$ cat src/rtl/fsm_reed_tx_if.sv
// Byte-stream interface between the RS encoder output, the TX sequencer and the UART TX.
// The slave modport is the sequencer's view. The master modport is the surrounding logic's view.
interface fsm_reed_tx_if;
  logic [7:0] enc_data;
  logic       enc_valid;
  logic       tx_busy;
  logic [7:0] Tx_DATA;
  logic       Tx_VALID;
  logic       fifo_full;
  logic       fifo_empty;
  logic       overflow;
  logic       frame_done;

  modport slave (
    input  enc_data, enc_valid, tx_busy,
    output Tx_DATA, Tx_VALID, fifo_full, fifo_empty, overflow, frame_done
  );

  modport master (
    output enc_data, enc_valid, tx_busy,
    input  Tx_DATA, Tx_VALID, fifo_full, fifo_empty, overflow, frame_done
  );
endinterface

$ cat src/rtl/fsm_reed_tx.sv
// Transmit sequencer: buffers encoder bytes in a FIFO and feeds them to the UART TX one at a time,
// re-pulsing Tx_VALID if no busy acknowledge arrives, and counting bytes per codeword.
module fsm_reed_tx #(
  parameter int unsigned DEPTH       = 16,
  parameter int unsigned FRAME_LEN   = 255,
  parameter int unsigned ACK_TIMEOUT = 64
) (
  input logic          clk,
  input logic          reset,
  fsm_reed_tx_if.slave bus
);
  localparam int unsigned AW = $clog2(DEPTH);
  localparam int unsigned CW = AW + 1;
  localparam int unsigned TW = $clog2(ACK_TIMEOUT);

  localparam logic [1:0] IDLE      = 2'd0;
  localparam logic [1:0] WAIT_ACK  = 2'd1;
  localparam logic [1:0] WAIT_DONE = 2'd2;

  localparam logic [CW-1:0] FullCnt     = CW'(DEPTH);
  localparam logic [TW-1:0] TimeoutLast = TW'(ACK_TIMEOUT - 1);
  localparam logic [7:0]    LastByte    = 8'(FRAME_LEN - 1);

  logic [1:0]    state_q, state_d;
  logic [7:0]    mem_q [DEPTH];
  logic [AW-1:0] wr_ptr_q, wr_ptr_d, rd_ptr_q, rd_ptr_d;
  logic [CW-1:0] count_q, count_d;
  logic          full_q, empty_q;
  logic          overflow_q, overflow_d;
  logic [7:0]    data_q, data_d;
  logic          valid_q, valid_d;
  logic          done_q, done_d;
  logic [7:0]    byte_cnt_q, byte_cnt_d;
  logic [TW-1:0] tmo_q, tmo_d;
  logic          push, pop;

  // A pop on the load edge frees a slot, so a full FIFO can still accept that cycle's byte.
  assign pop  = (state_q == IDLE) && !empty_q && !bus.tx_busy;
  assign push = bus.enc_valid && (!full_q || pop);

  always_comb begin
    wr_ptr_d   = wr_ptr_q;
    rd_ptr_d   = rd_ptr_q;
    count_d    = count_q;
    overflow_d = overflow_q | (bus.enc_valid & full_q & ~pop);
    if (push) wr_ptr_d = wr_ptr_q + AW'(1);
    if (pop)  rd_ptr_d = rd_ptr_q + AW'(1);
    if (push && !pop)      count_d = count_q + CW'(1);
    else if (pop && !push) count_d = count_q - CW'(1);
  end

  always_comb begin
    state_d    = state_q;
    data_d     = data_q;
    valid_d    = 1'b0;
    done_d     = 1'b0;
    byte_cnt_d = byte_cnt_q;
    tmo_d      = tmo_q;
    case (state_q)
      IDLE: begin
        if (pop) begin
          data_d  = mem_q[rd_ptr_q];
          valid_d = 1'b1;
          tmo_d   = '0;
          state_d = WAIT_ACK;
        end
      end
      WAIT_ACK: begin
        if (bus.tx_busy) begin
          state_d = WAIT_DONE;
        end else if (tmo_q == TimeoutLast) begin
          valid_d = 1'b1;
          tmo_d   = '0;
        end else begin
          tmo_d = tmo_q + TW'(1);
        end
      end
      WAIT_DONE: begin
        if (!bus.tx_busy) begin
          state_d = IDLE;
          if (byte_cnt_q == LastByte) begin
            done_d     = 1'b1;
            byte_cnt_d = '0;
          end else begin
            byte_cnt_d = byte_cnt_q + 8'd1;
          end
        end
      end
      default: state_d = IDLE;
    endcase
  end

  always_ff @(posedge clk or posedge reset) begin
    if (reset) begin
      state_q    <= IDLE;
      wr_ptr_q   <= '0;
      rd_ptr_q   <= '0;
      count_q    <= '0;
      full_q     <= 1'b0;
      empty_q    <= 1'b1;
      overflow_q <= 1'b0;
      data_q     <= '0;
      valid_q    <= 1'b0;
      done_q     <= 1'b0;
      byte_cnt_q <= '0;
      tmo_q      <= '0;
    end else begin
      state_q    <= state_d;
      wr_ptr_q   <= wr_ptr_d;
      rd_ptr_q   <= rd_ptr_d;
      count_q    <= count_d;
      full_q     <= (count_d == FullCnt);
      empty_q    <= (count_d == '0);
      overflow_q <= overflow_d;
      data_q     <= data_d;
      valid_q    <= valid_d;
      done_q     <= done_d;
      byte_cnt_q <= byte_cnt_d;
      tmo_q      <= tmo_d;
    end
  end

  // Storage needs no reset: the count alone decides which entries are live.
  always_ff @(posedge clk) begin
    if (push) mem_q[wr_ptr_q] <= bus.enc_data;
  end

  assign bus.Tx_DATA    = data_q;
  assign bus.Tx_VALID   = valid_q;
  assign bus.fifo_full  = full_q;
  assign bus.fifo_empty = empty_q;
  assign bus.overflow   = overflow_q;
  assign bus.frame_done = done_q;
endmodule

$ cat src/flat_wrapper.sv
// flat-port wrapper written by rule: the top's interface ports become plain ports
module fsm_reed_tx_flat 
#(
  parameter int unsigned DEPTH       = 16,
  parameter int unsigned FRAME_LEN   = 255,
  parameter int unsigned ACK_TIMEOUT = 64
)
  (clk, reset, bus_enc_data, bus_enc_valid, bus_tx_busy, bus_Tx_DATA, bus_Tx_VALID, bus_fifo_full, bus_fifo_empty, bus_overflow, bus_frame_done);
  fsm_reed_tx_if bus_i ();
  input logic clk;
  input logic reset;
  input wire logic [$bits(bus_i.enc_data)-1:0] bus_enc_data;
  input wire logic [$bits(bus_i.enc_valid)-1:0] bus_enc_valid;
  input wire logic [$bits(bus_i.tx_busy)-1:0] bus_tx_busy;
  output wire logic [$bits(bus_i.Tx_DATA)-1:0] bus_Tx_DATA;
  output wire logic [$bits(bus_i.Tx_VALID)-1:0] bus_Tx_VALID;
  output wire logic [$bits(bus_i.fifo_full)-1:0] bus_fifo_full;
  output wire logic [$bits(bus_i.fifo_empty)-1:0] bus_fifo_empty;
  output wire logic [$bits(bus_i.overflow)-1:0] bus_overflow;
  output wire logic [$bits(bus_i.frame_done)-1:0] bus_frame_done;
  assign bus_i.enc_data = bus_enc_data;
  assign bus_i.enc_valid = bus_enc_valid;
  assign bus_i.tx_busy = bus_tx_busy;
  assign bus_Tx_DATA = bus_i.Tx_DATA;
  assign bus_Tx_VALID = bus_i.Tx_VALID;
  assign bus_fifo_full = bus_i.fifo_full;
  assign bus_fifo_empty = bus_i.fifo_empty;
  assign bus_overflow = bus_i.overflow;
  assign bus_frame_done = bus_i.frame_done;
  fsm_reed_tx #(.DEPTH(DEPTH), .FRAME_LEN(FRAME_LEN), .ACK_TIMEOUT(ACK_TIMEOUT)) u_core (.clk(clk), .reset(reset), .bus(bus_i));
endmodule
$ cat config.mk
export PLATFORM = sky130hd
export DESIGN_NAME = fsm_reed_tx_flat
export DESIGN_NICKNAME = d
export VERILOG_FILES = /design/src/rtl/fsm_reed_tx_if.sv /design/src/rtl/fsm_reed_tx.sv /design/src/flat_wrapper.sv
export SDC_FILE = /design/constraint.sdc
export NUM_CORES = 1
export LEC_CHECK = 0
export BUFFER_PORTS_ARGS = -buffer_cell sky130_fd_sc_hd__buf_2
export CAP_MARGIN = 15
export CORE_MARGIN = 3
export CORE_UTILIZATION = 30
export DETAILED_ROUTE_END_ITERATION = 8
export GPL_TIMING_DRIVEN = 1
export HOLD_SLACK_MARGIN = 0.05
export PLACE_DENSITY_LB_ADDON = 0.1
export SLEW_MARGIN = 20
export SYNTH_ARGS = -nofsm -noshare
export SYNTH_HDL_FRONTEND = slang
export SYNTH_SLANG_ARGS = --single-unit
$ cat constraint.sdc
create_clock -name clk -period 2.8 [get_ports clk]
set_input_delay 0.42 -clock clk [delete_from_list [all_inputs] [get_ports clk]]
set_output_delay 0.42 -clock clk [all_outputs]
set_load 0.01 [all_outputs]
### Word-level counts from Yosys, hierarchy flattened

Memories as Yosys holds them, arrays and structs flattened. A register that Yosys moved wholly into a read port is not among the register bits.
Cells that the tools add are included.

| storage, ports and cells | value |
|---|---|
| register bits | 34 |
| RAM bits | 128 |
| bits of input ports | 12 |
| output and inout port bits | 13 |
| word-level logic and storage cells | 70 |
| memories | 1 |

| cells by class | value |
|---|---|
| add/subtract/negate cells | 6 |
| eq/ne operators | 9 |
| mux-type cells | 20 |
| bitwise logic cells | 5 |
| reductions and logical operators | 18 |

Memories:

| memory | depth | width | read ports | clocked after memory_dff | wr ports | line | source |
|---|---|---|---|---|---|---|---|
| u_core.mem_q | 16 | 8 | 1 | 1 | 1 | fsm_reed_tx.sv:25 | `logic [7:0] mem_q [DEPTH];` |

Operators by type and width:

| kind | count |
|---|---|
| 2-to-1 mux 6 bit | 3 |
| one-hot mux 6 bit (2 select lines) | 1 |
| 2-to-1 mux 5 bit | 2 |
| adder 4 x 1 -> 4 bit (second input constant) | 2 |
| adder 8 x 1 -> 8 bit (second input constant) | 1 |
| equality test 8 bit (second input constant) | 1 |
| 2-to-1 mux 1 bit | 8 |
| 2-to-1 mux 8 bit | 1 |
| adder 6 x 1 -> 6 bit (second input constant) | 1 |
| equality test 6 bit (second input constant) | 1 |
| 2-to-1 mux 2 bit | 3 |
| != test 2 bit (second input constant) | 3 |
| one-hot mux 2 bit (3 select lines) | 1 |
| AND reduction 3 bit | 2 |
| adder 5 x 1 -> 5 bit (second input constant) | 1 |
| equality test 5 bit (second input constant) | 1 |
| logical AND 1 bit | 5 |
| zero test 1 bit | 5 |
| zero test 5 bit | 1 |
| subtractor 5 x 1 -> 5 bit (second input constant) | 1 |
| AND reduction 2 bit | 2 |
| AND 1 bit | 2 |
| equality test 2 x 1 -> 1 bit (second input constant) | 1 |
| equality test 2 bit (second input constant) | 1 |
| other kinds (7) | 8 |

### Longest topological paths before layout

| depth | value |
|---|---|
| word-level depth | 10 |
| mapped depth | 7 |
| mapped depth without buffers | 7 |

### Worst setup path after synthesis

OpenSTA, ideal clock, no wires.

| path | value |
|---|---|
| path type | register to register |
| start point | reg u_core.state_q[0] |
| end point | mem u_core.mem_q[3][0], enable pin |
| library setup time | 383 ps |
| arrival | 2188 ps |
| data required time | 2417 ps |
| path slack | 229 ps |
| stages on the path, launching flop included | 7 |
| path buffers | 2 |
| clock period less this slack | 2571 ps |
| cells stage by stage | dfrtp_1 -> buf_6 -> or4_4 -> buf_6 -> a21boi_2 -> nand2_1 -> nor3_1 |

| on the way | value |
|---|---|
| word-level cells in the longest chain between the ends | 7 |

RTL lines:

| element | line | source |
|---|---|---|
| start, declared | fsm_reed_tx.sv:24 | `logic [1:0] state_q, state_d;` |
| start signal, assigned | fsm_reed_tx.sv:108 | `state_q <= state_d;` |
| zero test 2 bit | fsm_reed_tx.sv:38 | `assign pop = (state_q == IDLE) && !empty_q && !bus.tx_busy;` |
| logical AND 1 bit (2 in series) | fsm_reed_tx.sv:38 |  |
| logical OR 1 bit | fsm_reed_tx.sv:39 | `assign push = bus.enc_valid && (!full_q \|\| pop);` |
| logical AND 1 bit | fsm_reed_tx.sv:39 |  |
| 2-to-1 mux 1 bit | fsm_reed_tx.sv:125 | `if (push) mem_q[wr_ptr_q] <= bus.enc_data;` |
| 2-to-1 mux 1 bit (implied by the code) | fsm_reed_tx.sv:125 |  |
| end, declared | fsm_reed_tx.sv:25 |  |

No other way between the ends.

### Worst setup path in the final report

| path | value |
|---|---|
| start point | reg u_core.state_q[1] |
| end point | mem u_core.mem_q[3][5], enable pin |

The elaborated chain is that of the path after synthesis.

==> flow_summary.ini <==
[global_routing]
grt_usage = 0.134
grt_overflow_total = 0
grt_antenna_before_repair = 0
grt_pass1_wl_um = 24300
grt_max_degree = 25
grt_pass1_vias = 3943

[clocking]
root_buffer = clkbuf_16
postCtsSetupBuffers = 0
cts_made_buffers = 17
cts_tree = built
clk_latency_ps = 430
cts_hold_buf = 0
numClockSinks = 170
clock_path_buffers = 2
clkTransAtPathRegs_ps = 70
cts_resized = 0
ctsHtreeMaxLevel = 4

[floorplan]
start_util = 0.306
die_w_um = 159
rows = 55
die_h_um = 159
core_area_mm2 = 0.0228
io_pins = 25
die_area_mm2 = 0.0251

[synth]
synthSimpleGateAreaFrac = 0.0747
yosys_warnings = 0
synth_compound_area_frac = 0.0387
syn_avg_cell_area_um2 = 16.8
synth_xor_area_frac = 0.0226
synthAdderAreaFrac = 0.0179
syn-num-nets = 437
synth_top_family_by_area = multiplexers
ys_seq_elements = 170
netlist_area_mm2 = 0.00698
async_flop_share = 0.247
synth_edf_count = 128
synth-main-ff-cell = edfxtp_1
synth_cells = 415
ys_seq_area_frac = 0.701
synth_cell_type_count = 49
synth_mux_area_frac = 0.127

[timing]
period_share = 0.838
setup_tns_ps = 0
rsz0062_at_grt = no
finalWorstSetupSlack_ps = 454
drv_slew = 0
clock_skew_ps = 10.2
slew_headroom = 0.366
max_freq_ghz = 0.426
timing.hold.ws_ps = 34.9
finalHoldViolations = 0
tightest_slew_ps = 951
finalSetupViolCount = 0
min_period_ps = 2350

[layout]
layout_common_cells = edfxtp_1, dfrtp_1, mux4_2, nor2_1, buf_4
diodes = 0
nNetsFinal = 489
synthToLayoutAreaGrowth_pct = 18.2
fin_area_mm2 = 0.00825
drive_gt1_frac = 0.267
final_cell_count_no_fill = 793
layout_commonest_cell = edfxtp_1
nFillCells = 2165
final_util = 0.362

[pwr]
power.density_mw_per_mm2 = 990
p_sw_frac = 0.327
pwr-share-clk = 0.293
cellLeakagePower_nw = 2.97
seqPwrFrac = 0.442
p_int_mw = 5.50
p_total_mw = 8.17
ir_worst_vdd_mv = 0.422
power_frac_comb = 0.265
power_switching_mw = 2.67

[worst_setup_path]
cp-end-kind = flip-flop
worstPathCellList = or4_4, a21boi_2, nand2_1, nor3_1, buf_4
worstReg2RegStart = u_core.state_q[1]$_DFFE_PP0P_
cp-start-kind = flip-flop
crit_type = reg2reg
worstPathRequired_ps = 2950
rr_endpoint = u_core.mem_q[3][5]$_DFFE_PP_
rrSetupSlack_ps = 450
reg2reg_depth = 5
slowest_delay_ps = 570
crit_slowest_cell = or4_4
cp_max_fo = 8
crit_arrival_ps = 2490

[detailed_routing]
wirelength_um = 15500
dr.pass1.iters = 4
wl_per_cell_um = 19.6
dr_total_vias = 3777
via_per_inst = 4.76
drtIter0Drc = 241
ant_nets = 0
route.detailed.drc = 0

[place]
portBuffers = 24
gp_congestion = 0.715
hpwl_um = 10100
placed_cell_area_mm2 = 0.00765
post-place-ws_ps = 462
placed_cells = 761

[job]
drv_cap = 0

[hold_path]
holdCritPathClass = in2async

[status]
status = completed
metal layers:
metal / up-vias / track usage / wire length, um
met5: - / 0 / 0
met3: 11 / 0.0400 / 570
met4: 0 / 0.0348 / 159
li1: 1729 / - / -
met2: 50 / 0.220 / 7670
met1: 1987 / 0.175 / 7110
synth_stat cells, drive strengths merged, types with 2 or more instances:
| cell type | instances | area share |
|---|---|---|
| xnor2 | 10 | 0.013 |
| nand3 | 7 | 0.0050 |
| nand4 | 10 | 0.0090 |
| inv | 8 | 0.0043 |
| and3 | 3 | 0.0027 |
| xor2 | 8 | 0.010 |
| a21o | 5 | 0.0054 |
| mux2 | 4 | 0.0065 |
| a21oi | 3 | 0.0022 |
| nor3b | 3 | 0.0032 |
| nor2 | 29 | 0.016 |
| edfxtp | 128 | 0.55 |
| nor2b | 2 | 0.0018 |
| mux4 | 30 | 0.097 |
| nand2b | 5 | 0.0045 |
| buf | 13 | 0.010 |
| and2 | 3 | 0.0027 |
| o21ai | 8 | 0.0057 |
| nor4 | 5 | 0.0045 |
| ha | 10 | 0.018 |
| or3 | 2 | 0.0018 |
| nor3 | 8 | 0.0057 |
| and4 | 2 | 0.0025 |
| mux2i | 15 | 0.023 |
| nand2 | 17 | 0.0091 |
| clkbuf | 7 | 0.0038 |
| dfrtp | 41 | 0.15 |
| a211oi | 3 | 0.0039 |
| a31oi | 5 | 0.0045 |
| o22ai | 6 | 0.0054 |
worst max-delay path by stage:
stage,startpoint,to,slack (ps),cells after the start
after global routing,u_core.state_q[1]$_DFFE_PP0P_,u_core.mem_q[3][4]$_DFFE_PP_,310,5
after global placement,bus_tx_busy,u_core.mem_q[3][6]$_DFFE_PP_,480,6
after detailed placement,u_core.state_q[1]$_DFFE_PP0P_,u_core.mem_q[3][3]$_DFFE_PP_,460,5
after floorplan,u_core.state_q[0]$_DFFE_PP0P_,u_core.mem_q[3][0]$_DFFE_PP_,230,6
after CTS,u_core.state_q[1]$_DFFE_PP0P_,u_core.mem_q[3][6]$_DFFE_PP_,440,5
final,u_core.state_q[1]$_DFFE_PP0P_,u_core.mem_q[3][5]$_DFFE_PP_,450,5
logic make-up after synthesis:
logic type | after synthesis
AOI/OAI and AO/OA | 39
adders and majority gates | 10
muxes | 49
and+or+nand+nor | 101
xor gates and xnor gates | 18
buffers and inverters | 28
DFF | 170
area by class of cell:
cell class	instances	area, um2	area share
Sequential cell	170	4900	0.593
Clock buffer	17	425	0.0516
Tap cell	313	392	0.0475
Multi-Input combinational cell	217	1960	0.238
Clock inverter	15	180	0.0218
Timing Repair Buffer	53	363	0.0440
Inverter	8	30.0	0.00364
flip-flops by register name, indices dropped and copies added (netlist names):
signal                 count
u_core.bus.frame_done      1
u_core.bus.overflow        1
u_core.wr_ptr_q            4
u_core.bus.fifo_empty      1
u_core.bus.fifo_full       1
u_core.mem_q             128
u_core.bus.Tx_VALID        1
u_core.byte_cnt_q          8
u_core.count_q             5
u_core.tmo_q               6
u_core.rd_ptr_q            4
u_core.state_q             2
u_core.bus.Tx_DATA         8
power by group through the flow:
stage / clock network (mW) / registers (mW) / logic, mW
after CTS: 2.47 / 3.61 / 2.23
after detailed placement: 0 / 3.66 / 2.22
after global routing: 2.58 / 3.68 / 2.38
after global placement: 0 / 3.66 / 2.21
final: 2.39 / 3.61 / 2.17
after floorplan: 0 / 3.39 / 1.63
worst max-delay path: cells and delay by family, from the launching register on:
family,cells,cell delay [ps]
DFF,1,450
and+or+nand+nor,3,1060
AOI/OAI and AO/OA,1,350
buffers and inverters,1,200
No activity file was read; power rests on OpenSTA's default activity.
